File: src/rtl/peach_sprite_fetch.sv
// Purpose: peach sprite hit test, sprite ROM address generation and palette-index alignment.
// Latency: exactly 2 cycles from DrawX/DrawY/pix_valid to index/opaque/out_valid; 1 pixel per cycle.
// Backpressure: none; the stage never stalls, and the sprite ROM must answer within the cycle after rom_addr.
module peach_sprite_fetch #(
  parameter int             SPR_W           = 64,
  parameter int             SPR_H           = 64,
  parameter int             ADDR_W          = 12,
  parameter int             X_W             = 10,
  parameter int             Y_W             = 10,
  parameter logic [7:0]     TRANSPARENT_IDX = 8'd0
) (
  input  logic              Clk,
  input  logic              Reset,
  input  logic              frame_start,
  input  logic [X_W-1:0]    obj_x,
  input  logic [Y_W-1:0]    obj_y,
  input  logic              obj_visible,
  input  logic [X_W-1:0]    DrawX,
  input  logic [Y_W-1:0]    DrawY,
  input  logic              pix_valid,
  output logic [ADDR_W-1:0] rom_addr,
  input  logic [7:0]        rom_data,
  output logic [7:0]        index,
  output logic              opaque,
  output logic              out_valid
);

  // Sprite width is a power of two, so the row stride is a plain shift.
  localparam int SHIFT = $clog2(SPR_W);

  // Box extents carried one bit wider than the coordinates so x_l+SPR_W cannot wrap.
  localparam logic [X_W:0] SPR_W_X = (X_W+1)'(SPR_W);
  localparam logic [Y_W:0] SPR_H_Y = (Y_W+1)'(SPR_H);

  // Frame-stable copy of the object position; only these feed the hit test.
  logic [X_W-1:0] x_l;
  logic [Y_W-1:0] y_l;
  logic           vis_l;

  // Stage 0 combinational results.
  logic [X_W:0]     draw_x_ext;
  logic [X_W:0]     box_x_lo;
  logic [X_W:0]     box_x_hi;
  logic [Y_W:0]     draw_y_ext;
  logic [Y_W:0]     box_y_lo;
  logic [Y_W:0]     box_y_hi;
  logic             in_x;
  logic             in_y;
  logic [SHIFT-1:0] dx_lo;
  logic [Y_W-1:0]   dy;
  logic             hit0;
  logic [ADDR_W-1:0] addr0;

  // Stage 1 state travelling alongside rom_addr.
  logic hit1;
  logic v1;

  // Latch the object position only at frame start so the sprite cannot tear mid-frame.
  always_ff @(posedge Clk or posedge Reset) begin
    if (Reset) begin
      x_l   <= '0;
      y_l   <= '0;
      vis_l <= 1'b0;
    end else if (frame_start) begin
      x_l   <= obj_x;
      y_l   <= obj_y;
      vis_l <= obj_visible;
    end
  end

  // Hit test against the shadow box and row-major address inside the sprite.
  always_comb begin
    draw_x_ext = {1'b0, DrawX};
    box_x_lo   = {1'b0, x_l};
    box_x_hi   = box_x_lo + SPR_W_X;
    draw_y_ext = {1'b0, DrawY};
    box_y_lo   = {1'b0, y_l};
    box_y_hi   = box_y_lo + SPR_H_Y;

    in_x = (draw_x_ext >= box_x_lo) && (draw_x_ext < box_x_hi);
    in_y = (draw_y_ext >= box_y_lo) && (draw_y_ext < box_y_hi);
    hit0 = pix_valid && vis_l && in_x && in_y;

    // Inside the box dx < SPR_W, so only its low SHIFT bits can be non-zero.
    dx_lo = DrawX[SHIFT-1:0] - x_l[SHIFT-1:0];
    dy    = DrawY - y_l;
    addr0 = (ADDR_W'(dy) << SHIFT) | ADDR_W'(dx_lo);
  end

  // Register the ROM address (parked at 0 on misses) and the per-pixel flags.
  always_ff @(posedge Clk or posedge Reset) begin
    if (Reset) begin
      rom_addr <= '0;
      hit1     <= 1'b0;
      v1       <= 1'b0;
    end else begin
      rom_addr <= hit0 ? addr0 : '0;
      hit1     <= hit0;
      v1       <= pix_valid;
    end
  end

  // Capture the ROM answer; misses are forced to the transparent index.
  always_ff @(posedge Clk or posedge Reset) begin
    if (Reset) begin
      index     <= '0;
      opaque    <= 1'b0;
      out_valid <= 1'b0;
    end else begin
      index     <= hit1 ? rom_data : TRANSPARENT_IDX;
      opaque    <= hit1 && (rom_data != TRANSPARENT_IDX);
      out_valid <= v1;
    end
  end

endmodule

File: config.mk
export PLATFORM = sky130hd
export DESIGN_NAME = peach_sprite_fetch
export DESIGN_NICKNAME = d
export VERILOG_FILES = /design/src/rtl/peach_sprite_fetch.sv
export SDC_FILE = /design/constraint.sdc
export NUM_CORES = 1
export LEC_CHECK = 0
export ABC_AREA = 0
export CAP_MARGIN = 20
export CORE_MARGIN = 2
export CORE_UTILIZATION = 50
export CTS_BUF_LIST = sky130_fd_sc_hd__clkbuf_8
export DETAILED_ROUTE_END_ITERATION = 6
export DONT_BUFFER_PORTS = 1
export GPL_ROUTABILITY_DRIVEN = 1
export SYNTH_ARGS = -nofsm -noshare
export SYNTH_HDL_FRONTEND = slang
export SYNTH_SLANG_ARGS = --single-unit
File: constraint.sdc
create_clock -name Clk -period 6.1 [get_ports Clk]
set_input_delay 0.305 -clock Clk [delete_from_list [all_inputs] [get_ports Clk]]
set_output_delay 0.305 -clock Clk [all_outputs]
set_load 0.005 [all_outputs]
Word level (Yosys, flattened, before mapping)
Index checks and enable logic that the tools add are counted.
{"block": "totals", "register_bits": 45, "wordCells": 27}
{"block": "classes", "add_sub_neg": 4, "n_lt_le_gt_ge": 4, "mux": 2, "bitwise": 1, "n_reduce_logical": 7}
{"operator": "adder 10 x 7 -> 11 bit (second input constant)", "count": 2}
{"operator": "less-than comparator 10 x 11 -> 1 bit", "count": 2}
{"operator": ">= comparator 10 bit", "count": 2}
{"operator": "2-to-1 mux 12 bit", "count": 1}
{"operator": "bitwise OR 12 x 6 -> 12 bit", "count": 1}
{"operator": "subtractor 6 bit", "count": 2}
{"operator": "2-to-1 mux 8 bit", "count": 1}
{"operator": "nonzero test 8 bit", "count": 1}
{"operator": "logical AND 1 bit", "count": 6}

Logic depth before layout (Yosys ltp)
Gate-level depths: netlist of the first run.
{"block": "depth", "ltp_word": 6, "depth_mapped": 10, "depth_no_buf": 9}

Worst setup path after synthesis of the first run
No wires, ideal clock.
{"block": "synth_timing", "path_type": "in2reg", "startpoint": "in DrawY[0]", "endpoint": "reg rom_addr[2]", "arrival_ns": 1.867, "required_ns": 5.980, "slack_ns": 4.113, "path_stages": 10, "path_buffers": 1, "cell_sequence": "inv_1 ha_1 inv_1 fa_1 a21oi_1 nor2_1 a211o_1 a31oi_2 buf_6 nor3_2"}
{"block": "synth_via", "elab_chain_len": 4}
{"element": "start: declaration", "line": "19", "rtl": "input logic [Y_W-1:0] DrawY,"}
{"element": "less-than comparator 10 x 11 -> 1 bit / >= comparator 10 bit (equally long branches)", "line": "81", "rtl": "in_y = (draw_y_ext >= box_y_lo) && (draw_y_ext < box_y_hi);"}
{"element": "logical AND 1 bit (*)", "line": "81"}
{"element": "logical AND 1 bit (*)", "line": "82", "rtl": "hit0 = pix_valid && vis_l && in_x && in_y;"}
{"element": "2-to-1 mux 12 bit (*)", "line": "97", "rtl": "rom_addr <= hit0 ? addr0 : '0;"}
{"element": "end signal: assignment", "line": "97"}
{"element": "end: declaration", "line": "21", "rtl": "output logic [ADDR_W-1:0] rom_addr,"}
Mark *: on every way between the ends. The rest lies on a longest branch, timed or not.
A chain may end at the register's enable or synchronous reset.

Worst setup path after layout of the first run
{"block": "layout_timing", "startpoint": "reg y_l[0]", "endpoint": "reg hit1"}
{"block": "layout_via", "elab_chain_len": 4}
{"element": "start: declaration", "line": "37", "rtl": "logic [Y_W-1:0] y_l;"}
{"element": "start signal: assignment", "line": "66", "rtl": "y_l <= obj_y;"}
{"element": "adder 10 x 7 -> 11 bit", "line": "78", "rtl": "box_y_hi = box_y_lo + SPR_H_Y;"}
{"element": "less-than comparator 10 x 11 -> 1 bit", "line": "81"}
{"element": "logical AND 1 bit (*)", "line": "81"}
{"element": "logical AND 1 bit (*)", "line": "82"}
{"element": "via hit0", "line": "51", "rtl": "logic hit0;"}
{"element": "end signal: assignment", "line": "98", "rtl": "hit1 <= hit0;"}
{"element": "end: declaration", "line": "55", "rtl": "logic hit1;"}
Mark *: on every way through the listed nets, which the timed path passes. The rest lies on a longest branch.

==> impl_metrics.toml, run 1 <==
[outcome]
status = "finished, final reports clean"

[clock_network]
clockBufferDepth = 2
cts_tree = "yes"
cts_buffers = 5
cts-htree-levels = 2
cts_sinks = 45
cts_hold_buf = 0
insertion_delay_ns = 0.29
post_cts_buffers = 0
cts_resized = 0
path_clk_slew_ns = 0.08
root_buffer = "clkbuf_8"

[synthesis]
synth_area_um2 = 2550
yosys.cell_types.count = 37
synth_area_per_cell_um2 = 10.4
ys_ff_latch = 45
synth_nets = 330
ys_seq_area_frac = 0.441
synthCells = 245
yosys_warnings = 0

[grt]
antenna_found_initial = 0
track_usage = 0.175
grt_start_max_net_pins = 46
grt.overflow.total = 0
grt_pass1_vias = 1576
grt_pass1_wl_um = 7350

[sta]
max_slew_margin = 0.398
tightestPinTransition_ns = 0.901
fmax_mhz = 407
hold_viol_final = 0
maxSlewViolCount = 0
grt_setup_unrepaired = "no"
setup_viol_count_final = 0
fin_setup_tns_ns = 0
hold_ws_ns = 0.0331
fin_skew_ns = 0.00327
period_share = 0.403
setup_slack_ns = 3.64
min_period_ns = 2.46

[drt]
vias_per_cell = 5.33
drc = 0
drt_iter0_drc = 72
drt_pre_antenna_iters = 4
wirelength_um = 4720
ant_nets = 0
vias = 1691
wl_per_cell_um = 14.9

[critical_path]
worstPathArrival_ns = 2.60
crit_type = "reg2reg"
crit_chain = "ha_1 -> inv_1 -> fa_1 -> a21oi_1 -> nor2_1 -> a211o_1 -> a31oi_2 -> nor2_1"
crit_slowest_cell = "a31oi_2"
endpoint_kind = "flip-flop"
cp_common_cell = "nor2_1"
cp.required_ns = 6.24
worst-path-max-fanout = 13
cp-start-kind = "flip-flop"
cp_slowest_stage_delay_ns = 0.69

[place]
place_area_um2 = 2600
gp_congestion = 0.811
placed_cells = 309
place_ws_ns = 3.61
dp_hpwl_um = 3750
port_buffers = 0

[power]
p_leak_nw = 1.31
power_density_nw_per_um2 = 241
ir_drop_uv = 153
total_power_uw = 646

[die]
die_area_um2 = 5690
io_pins = 75
initial_utilization = 0.509
core_um2 = 5010
num_rows = 26
die_h_um = 75.5
die_w_um = 75.5

[final_layout]
finalNetCount = 331
drive_above_1_share = 0.0931
layout_common_cells = "45 x dfrtp_1, 30 x ha_1, 27 x inv_1"
final_common_cell = "dfrtp_1"
fin_util = 0.536
area_growth_pct = 5.20
n_antenna_cell = 0
design_area_um2 = 2690
finalNonFillerCells = 317

[hold_path]
min_path_type = "in2reg"

[flow_run]
maxCapViolations = 0
## state kept, by name, summed over array words and instances, names as in the netlist
signal / count
opaque: 1
v1: 1
rom_addr: 12
hit1: 1
vis_l: 1
y_l: 10
out_valid: 1
x_l: 10
index: 8
## Yosys cell counts, drive strengths merged
cell type / count / area [µm²]
dfrtp: 45 / 1130
ha: 30 / 375
inv: 27 / 101
nand2: 23 / 86.3
o21ai: 19 / 95.1
nand3: 11 / 60.1
nor3: 10 / 95.1
a21o: 9 / 67.6
and2: 9 / 56.3
a21oi: 8 / 40.0
xnor2: 7 / 61.3
xor2: 5 / 43.8
clkbuf: 4 / 15.0
a221oi: 3 / 26.3
mux2: 3 / 33.8
nor2: 3 / 11.3
a211o: 2 / 17.5
a21boi: 2 / 15.0
a31oi: 2 / 18.8
and4: 2 / 17.5
buf: 2 / 22.5
fa: 2 / 40.0
nand4: 2 / 18.8
nor2b: 2 / 12.5
nor3b: 2 / 15.0
nor4: 2 / 12.5
o2111ai: 2 / 17.5
o211ai: 2 / 15.0
a211oi: 1 / 7.51
and3: 1 / 6.26
nand2b: 1 / 6.26
nand3b: 1 / 7.51
o21bai: 1 / 7.51
## power by group
group / switching [mW] / internal (mW) / leakage (nW)
Combinational: 0.0854 / 0.0617 / 0.673
Sequential: 0.00870 / 0.314 / 0.584
Clock: 0.0983 / 0.0778 / 0.0491
## routing by layer
layer	GRT usage	routed length, µm	vias to the layer above
li1	-	-	847
met1	0.236	2220	784
met2	0.268	2090	52
met3	0.0582	346	8
met4	0.0585	72	0
met5	0	0	-
## final cells by class
| cell class | instances | area [µm²] |
|---|---|---|
| Fill cell | 501 | 2320 |
| Multi-Input combinational cell | 167 | 1290 |
| Sequential cell | 45 | 1130 |
| Inverter | 27 | 101 |
| Tap cell | 70 | 87.6 |
| Clock buffer | 5 | 68.8 |
| Clock inverter | 3 | 13.8 |
## final timing paths
check	start	to	slack [ns]	depth (start not counted)
min reg2reg	v1$_DFF_PP0_	out_valid$_DFF_PP0_	0.36	0
min in group asynchronous	Reset	rom_addr[0]$_DFF_PP0_	0.07	1
max	y_l[0]$_DFFE_PP0P_	hit1$_DFF_PP0_	3.64	8
min	pix_valid	v1$_DFF_PP0_	0.03	0
max reg2reg	y_l[0]$_DFFE_PP0P_	hit1$_DFF_PP0_	3.64	8
max in group asynchronous	Reset	x_l[2]$_DFFE_PP0P_	5.45	1
## critical path: cells and delay by family (launching register included)
family	cells	cell delay [ns]
buffers and inverters	1	0.05
AO/OA/AOI/OAI	3	1.14
flip-flops	1	0.35
AND/OR/NAND/NOR	2	0.20
adder cells (fa/ha/maj)	2	0.57
## kinds of logic (layout without fill, tap and decap cells)
| logic type | count (synthesis) | in the layout | synth area share |
|---|---|---|---|
| muxes | 3 | 3 | 0.0132 |
| AOI/OAI and AO/OA | 51 | 51 | 0.128 |
| buffers and inverters | 33 | 35 | 0.0544 |
| xor gates and xnor gates | 12 | 12 | 0.0412 |
| and+or+nand+nor | 69 | 69 | 0.159 |
| DFF | 45 | 45 | 0.441 |
| adders and majority gates | 32 | 32 | 0.163 |
(Power assumes the default switching activity.)
==> run 2, diff against run 1 <==
--- a/config.mk
+++ b/config.mk
@@ -13,6 +13,7 @@
 export DETAILED_ROUTE_END_ITERATION = 6
 export DONT_BUFFER_PORTS = 1
 export GPL_ROUTABILITY_DRIVEN = 1
+export PLACE_DENSITY = 0.68
 export SYNTH_ARGS = -nofsm -noshare
 export SYNTH_HDL_FRONTEND = slang
 export SYNTH_SLANG_ARGS = --single-unit
==> constraint.sdc (replaced) <==
create_clock -name Clk -period 2.2 [get_ports Clk]
set_input_delay 0.11 -clock Clk [delete_from_list [all_inputs] [get_ports Clk]]
set_output_delay 0.11 -clock Clk [all_outputs]
set_load 0.005 [all_outputs]
==> run 2 against run 1 <==
Compared with the run above:
- first-iteration DRC count decreased by 49%
- global-route usage increased by 1.1 points
- largest cell class unchanged
- utilization increased by 9.6 points
- worst setup slack got worse by 3.5 ns
- combinational power increased to 3.6 times the previous value
- final area increased by 18%
- highest routed layer unchanged
- register-to-register slack got worse by 3.5 ns
- sequential share of layout area decreased by 6.4 points
- die area unchanged
==> impl_metrics.toml, run 2 (same netlist as run 1, synthesis figures left out) <==
[outcome]
status = "finished, final reports clean"

[clock_network]
insertion_delay_ns = 0.30
cts_tree = "yes"
cts_buffers = 5
path_clk_slew_ns = 0.08
clockBufferDepth = 2
cts_sinks = 45
root_buffer = "clkbuf_8"
cts-htree-levels = 2

[grt]
grt.overflow.total = 0
grt_start_max_net_pins = 46
grt_pass1_wl_um = 7910
antenna_found_initial = 0
grt_pass1_vias = 1763
track_usage = 0.186

[final_layout]
drive_above_1_share = 0.140
area_growth_pct = 24.1
layout_common_cells = "45 x dfrtp_1, 31 x dlygate4sd3_1, 27 x inv_1, 27 x ha_1, 23 x nand2_1"
regMostFlops = "rom_addr"
fin_util = 0.632
reg.largest.list = "rom_addr x12, x_l x10, y_l x10"
n_antenna_cell = 0
num-fill-cells = 446
finalNetCount = 369
finalNonFillerCells = 355
largest_reg_flops = 12
final_common_cell = "dfrtp_1"

[power]
p_leak_nw = 1.48
clkPwrFrac = 0.251
p_seq_frac = 0.469
total_power_mw = 1.91
power_density_nw_per_um2 = 602
p_switching_uw = 571
pwr-share-comb = 0.280
internal_power_mw = 1.34
swShare = 0.299
ir_drop_uv = 338

[critical_path]
crit_type = "reg2reg"
path_buf_inv = 2
cp_slowest_stage_delay_ns = 0.42
crit_chain = "ha_1 -> inv_1 -> fa_1 -> a21oi_1 -> nor2_1 -> a211o_1 -> a31oi_4 -> buf_12 -> nor3b_2"
cp.required_ns = 2.38
worst-path-max-fanout = 13
cpLargestDelayFamily = "compound AO/OA/AOI/OAI gates"
cp-start-kind = "flip-flop"
endpoint_kind = "flip-flop"
crit_slowest_cell = "fa_1"
worstPathArrival_ns = 2.26

[place]
dp_hpwl_um = 3740
place_ws_ns = -0.110
placed_cells = 313
gp_congestion = 0.807
port_buffers = 0

[sta]
maxSlewViolCount = 0
fmax_mhz = 480
max_slew_margin = 0.409
grt_setup_unrepaired = "yes"
setup_slack_ns = 0.118
fin_skew_ns = 0.00932
period_share = 0.946
hold_viol_final = 0
min_period_ns = 2.08
tightestPinTransition_ns = 0.886
setup_viol_count_final = 0

[drt]
drt_iter0_drc = 37
vias = 1841
vias_per_cell = 5.19
drc = 0
drt_pre_antenna_iters = 4
wirelength_um = 5160
wl_per_cell_um = 14.5
ant_nets = 0

[die]
die_w_um = 75.5
die_h_um = 75.5
num_rows = 26
die_area_um2 = 5690
io_pins = 75
core_um2 = 5010
initial_utilization = 0.509

[flow_run]
maxCapViolations = 0

[hold_path]
min_path_type = "in2reg"
## run 2: per-stage QoR
| stage | TNS [ns] | hold slack (ns) | area, µm² |
|---|---|---|---|
| after global placement | -0.385 | 0.142 | 2650 |
| after global routing | -0.0147 | 0.0445 | 3170 |
| after CTS | 0 | 0.0166 | 3070 |
| after detailed placement | -0.412 | 0.142 | 2650 |
| final | 0 | 0.0253 | 3170 |
| after floorplan | 0 | 0.141 | 2550 |
## run 2: timing repair
item	CTS	global route
hold endpoints to repair	75	0
setup buffers	0	1
resized for setup	1	14
hold buffers	32	0
pin swaps	0	7
gates cloned	0	1
endpoints found under the setup margin	13	13
## run 2: cell type report
cell class                      instances  area [µm²]  share of cell area
Multi-Input combinational cell        168        1390               0.439
Sequential cell                        45        1130               0.356
Timing Repair Buffer                   37         380               0.120
Inverter                               27         101              0.0320
Tap cell                               70        87.6              0.0277
Clock buffer                            5        68.8              0.0217
Clock inverter                          3        13.8             0.00435
## run 2: power by group through the flow
stage	Sequential, mW	Combinational [mW]	Clock, mW
floorplan	0.906	0.346	0
global placement	0.909	0.424	0
detailed placement	0.910	0.429	0
CTS	0.894	0.494	0.493
global route	0.901	0.600	0.522
finish	0.894	0.534	0.479
## run 2: path summary, 6_finish.rpt
check	start	endpoint	slack [ns]	depth (start not counted)
setup / recovery	y_l[0]$_DFFE_PP0P_	rom_addr[1]$_DFF_PP0_	0.12	9
hold / removal	rom_data[3]	opaque$_DFF_PP0_	0.03	2
setup reg to reg	y_l[0]$_DFFE_PP0P_	rom_addr[1]$_DFF_PP0_	0.12	9
hold reg to reg	v1$_DFF_PP0_	out_valid$_DFF_PP0_	0.36	0
max in group asynchronous	Reset	rom_addr[8]$_DFF_PP0_	1.19	2
min in group asynchronous	Reset	x_l[7]$_DFFE_PP0P_	0.46	2
## run 2: metal layers
layer | track usage | routed length, µm | up-vias
met5 | 0 | 0 | -
met4 | 0.0702 | 84 | 0
met3 | 0.0463 | 371 | 8
met2 | 0.307 | 2420 | 61
met1 | 0.236 | 2280 | 849
li1 | - | - | 923
==> run 3, diff against run 2 <==
--- a/config.mk
+++ b/config.mk
@@ -14,6 +14,8 @@
 export DONT_BUFFER_PORTS = 1
 export GPL_ROUTABILITY_DRIVEN = 1
 export PLACE_DENSITY = 0.68
+export RECOVER_POWER = 50
+export SLEW_MARGIN = 30
 export SYNTH_ARGS = -nofsm -noshare
 export SYNTH_HDL_FRONTEND = slang
 export SYNTH_SLANG_ARGS = --single-unit
==> run 3 against run 2 <==
Compared with the run above:
- combinational power about the same
- critical endpoint unchanged
- register-to-register slack about the same
- via count increased by 0.49%
- first-iteration DRC count unchanged
- sequential power about the same
- routed wire length increased by 0.12%
- utilization about the same
- final area about the same
- sequential cell count unchanged
- global-route usage unchanged
- highest routed layer unchanged
- maximum frequency about the same
==> impl_metrics.toml, run 3 (same netlist as run 1, synthesis figures left out) <==
[sta]
setup_viol_count_final = 0
max_slew_margin = 0.505
min_period_ns = 2.08
grt_setup_unrepaired = "yes"
hold_ws_ns = 0.0253
period_share = 0.946
tightestPinTransition_ns = 0.742
fmax_mhz = 480
fin_skew_ns = 0.00938
maxSlewViolCount = 0
hold_viol_final = 0

[die]
io_pins = 75
die_area_um2 = 5690
num_rows = 26
core_um2 = 5010
die_w_um = 75.5
initial_utilization = 0.509
die_h_um = 75.5

[clock_network]
cts-htree-levels = 2
root_buffer = "clkbuf_8"
clockBufferDepth = 2
path_clk_slew_ns = 0.08
insertion_delay_ns = 0.30
cts_buffers = 5
cts_tree = "yes"
cts_sinks = 45

[critical_path]
crit_slowest_cell = "fa_1"
worstPathArrival_ns = 2.26
cp_slowest_stage_delay_ns = 0.42
regToRegSetupSlack_ns = 0.12
worst-path-max-fanout = 13
crit_type = "reg2reg"
cp.required_ns = 2.38
crit_chain = "ha_1 -> inv_1 -> fa_1 -> a21oi_1 -> nor2_1 -> a211o_1 -> a31oi_4 -> buf_12 -> nor3b_2"
path_buf_inv = 2
endpoint_kind = "flip-flop"
cp-start-kind = "flip-flop"
cpLargestDelayFamily = "compound AO/OA/AOI/OAI gates"

[final_layout]
reg.largest.list = "rom_addr x12, x_l x10, y_l x10"
regMostFlops = "rom_addr"
final_common_cell = "dfrtp_1"
drive_above_1_share = 0.140
area_growth_pct = 24.1
finalNetCount = 369
n_antenna_cell = 0
num-fill-cells = 450
design_area_um2 = 3170
largest_reg_flops = 12
layout_common_cells = "45 x dfrtp_1, 31 x dlygate4sd3_1, 27 x inv_1, 27 x ha_1, 23 x nand2_1"

[grt]
track_usage = 0.186
antenna_found_initial = 0
grt_start_max_net_pins = 46
grt_pass1_vias = 1763
grt_pass1_wl_um = 7910
grt.overflow.total = 0

[place]
dp_hpwl_um = 3740
gp_congestion = 0.807
place_area_um2 = 2650
port_buffers = 0

[flow_run]
maxCapViolations = 0

[power]
power_density_nw_per_um2 = 602
p_leak_nw = 1.47
ir_drop_uv = 338

[drt]
vias_per_cell = 5.21
drt_pre_antenna_iters = 4
vias = 1850
wirelength_um = 5170
wl_per_cell_um = 14.5
ant_nets = 0
drc = 0
drt_iter0_drc = 37

[hold_path]
min_path_type = "in2reg"

[outcome]
status = "finished, final reports clean"
==> run 3: repair_timing <==
action	CTS	global route
pin swaps	0	7
setup buffers	0	1
hold endpoints to repair	75	0
endpoints found under the setup margin	13	13
hold buffers	32	0
resized for setup	1	14
gates cloned	0	1
==> run 3: area by class of cell <==
cell class	count	area [µm²]	share of cell area
multi-input combinational	168	1390	0.438
sequential	45	1130	0.355
timing repair buffer	37	380	0.120
inverter	27	103	0.0324
tap	70	87.6	0.0276
clock buffer	5	68.8	0.0217
clock inverter	3	13.8	0.00434
==> run 3: per-stage QoR <==
step                      utilization  instances  setup TNS [ns]  setup slack (ns)  power [mW]
after floorplan                     -        245               0             0.232        1.25
after global placement          0.528        313          -0.385           -0.0420        1.33
after detailed placement        0.528        313          -0.412            -0.110        1.34
after CTS                       0.612        353               0          0.000228        1.88
after global routing            0.632        355         -0.0147           -0.0147        2.02
final                           0.632        355               0             0.118        1.91
==> run 3: worst reg2reg max path, delay by kind of cell (launching register included) <==
kind	cells	cell delay, ns
compound gates	3	0.65
fa+ha+maj	2	0.59
buf+inv	2	0.23
flops	1	0.37
simple gates	2	0.12
==> run 3: power breakdown <==
| part | internal, mW | total [mW] | switching, mW | leakage (nW) |
|---|---|---|---|---|
| clock network | 0.215 | 0.479 | 0.263 | 0.0491 |
| registers | 0.871 | 0.894 | 0.0234 | 0.584 |
| logic | 0.250 | 0.534 | 0.284 | 0.839 |
==> run 3: final timing paths <==
path,from,end,cells after the start
min in group asynchronous,Reset,x_l[6]$_DFFE_PP0P_,2
worst min-delay path,rom_data[3],opaque$_DFF_PP0_,2
max in group asynchronous,Reset,rom_addr[8]$_DFF_PP0_,2
worst max-delay path,y_l[0]$_DFFE_PP0P_,rom_addr[1]$_DFF_PP0_,9
worst max register to register,y_l[0]$_DFFE_PP0P_,rom_addr[1]$_DFF_PP0_,9
worst min register to register,v1$_DFF_PP0_,out_valid$_DFF_PP0_,0
==> run 3: layer usage <==
layer | wire length [µm] | GRT usage | up-vias
li1 | - | - | 926
met1 | 2290 | 0.236 | 855
met2 | 2420 | 0.307 | 61
met3 | 371 | 0.0463 | 8
met4 | 84 | 0.0702 | 0
met5 | 0 | 0 | -
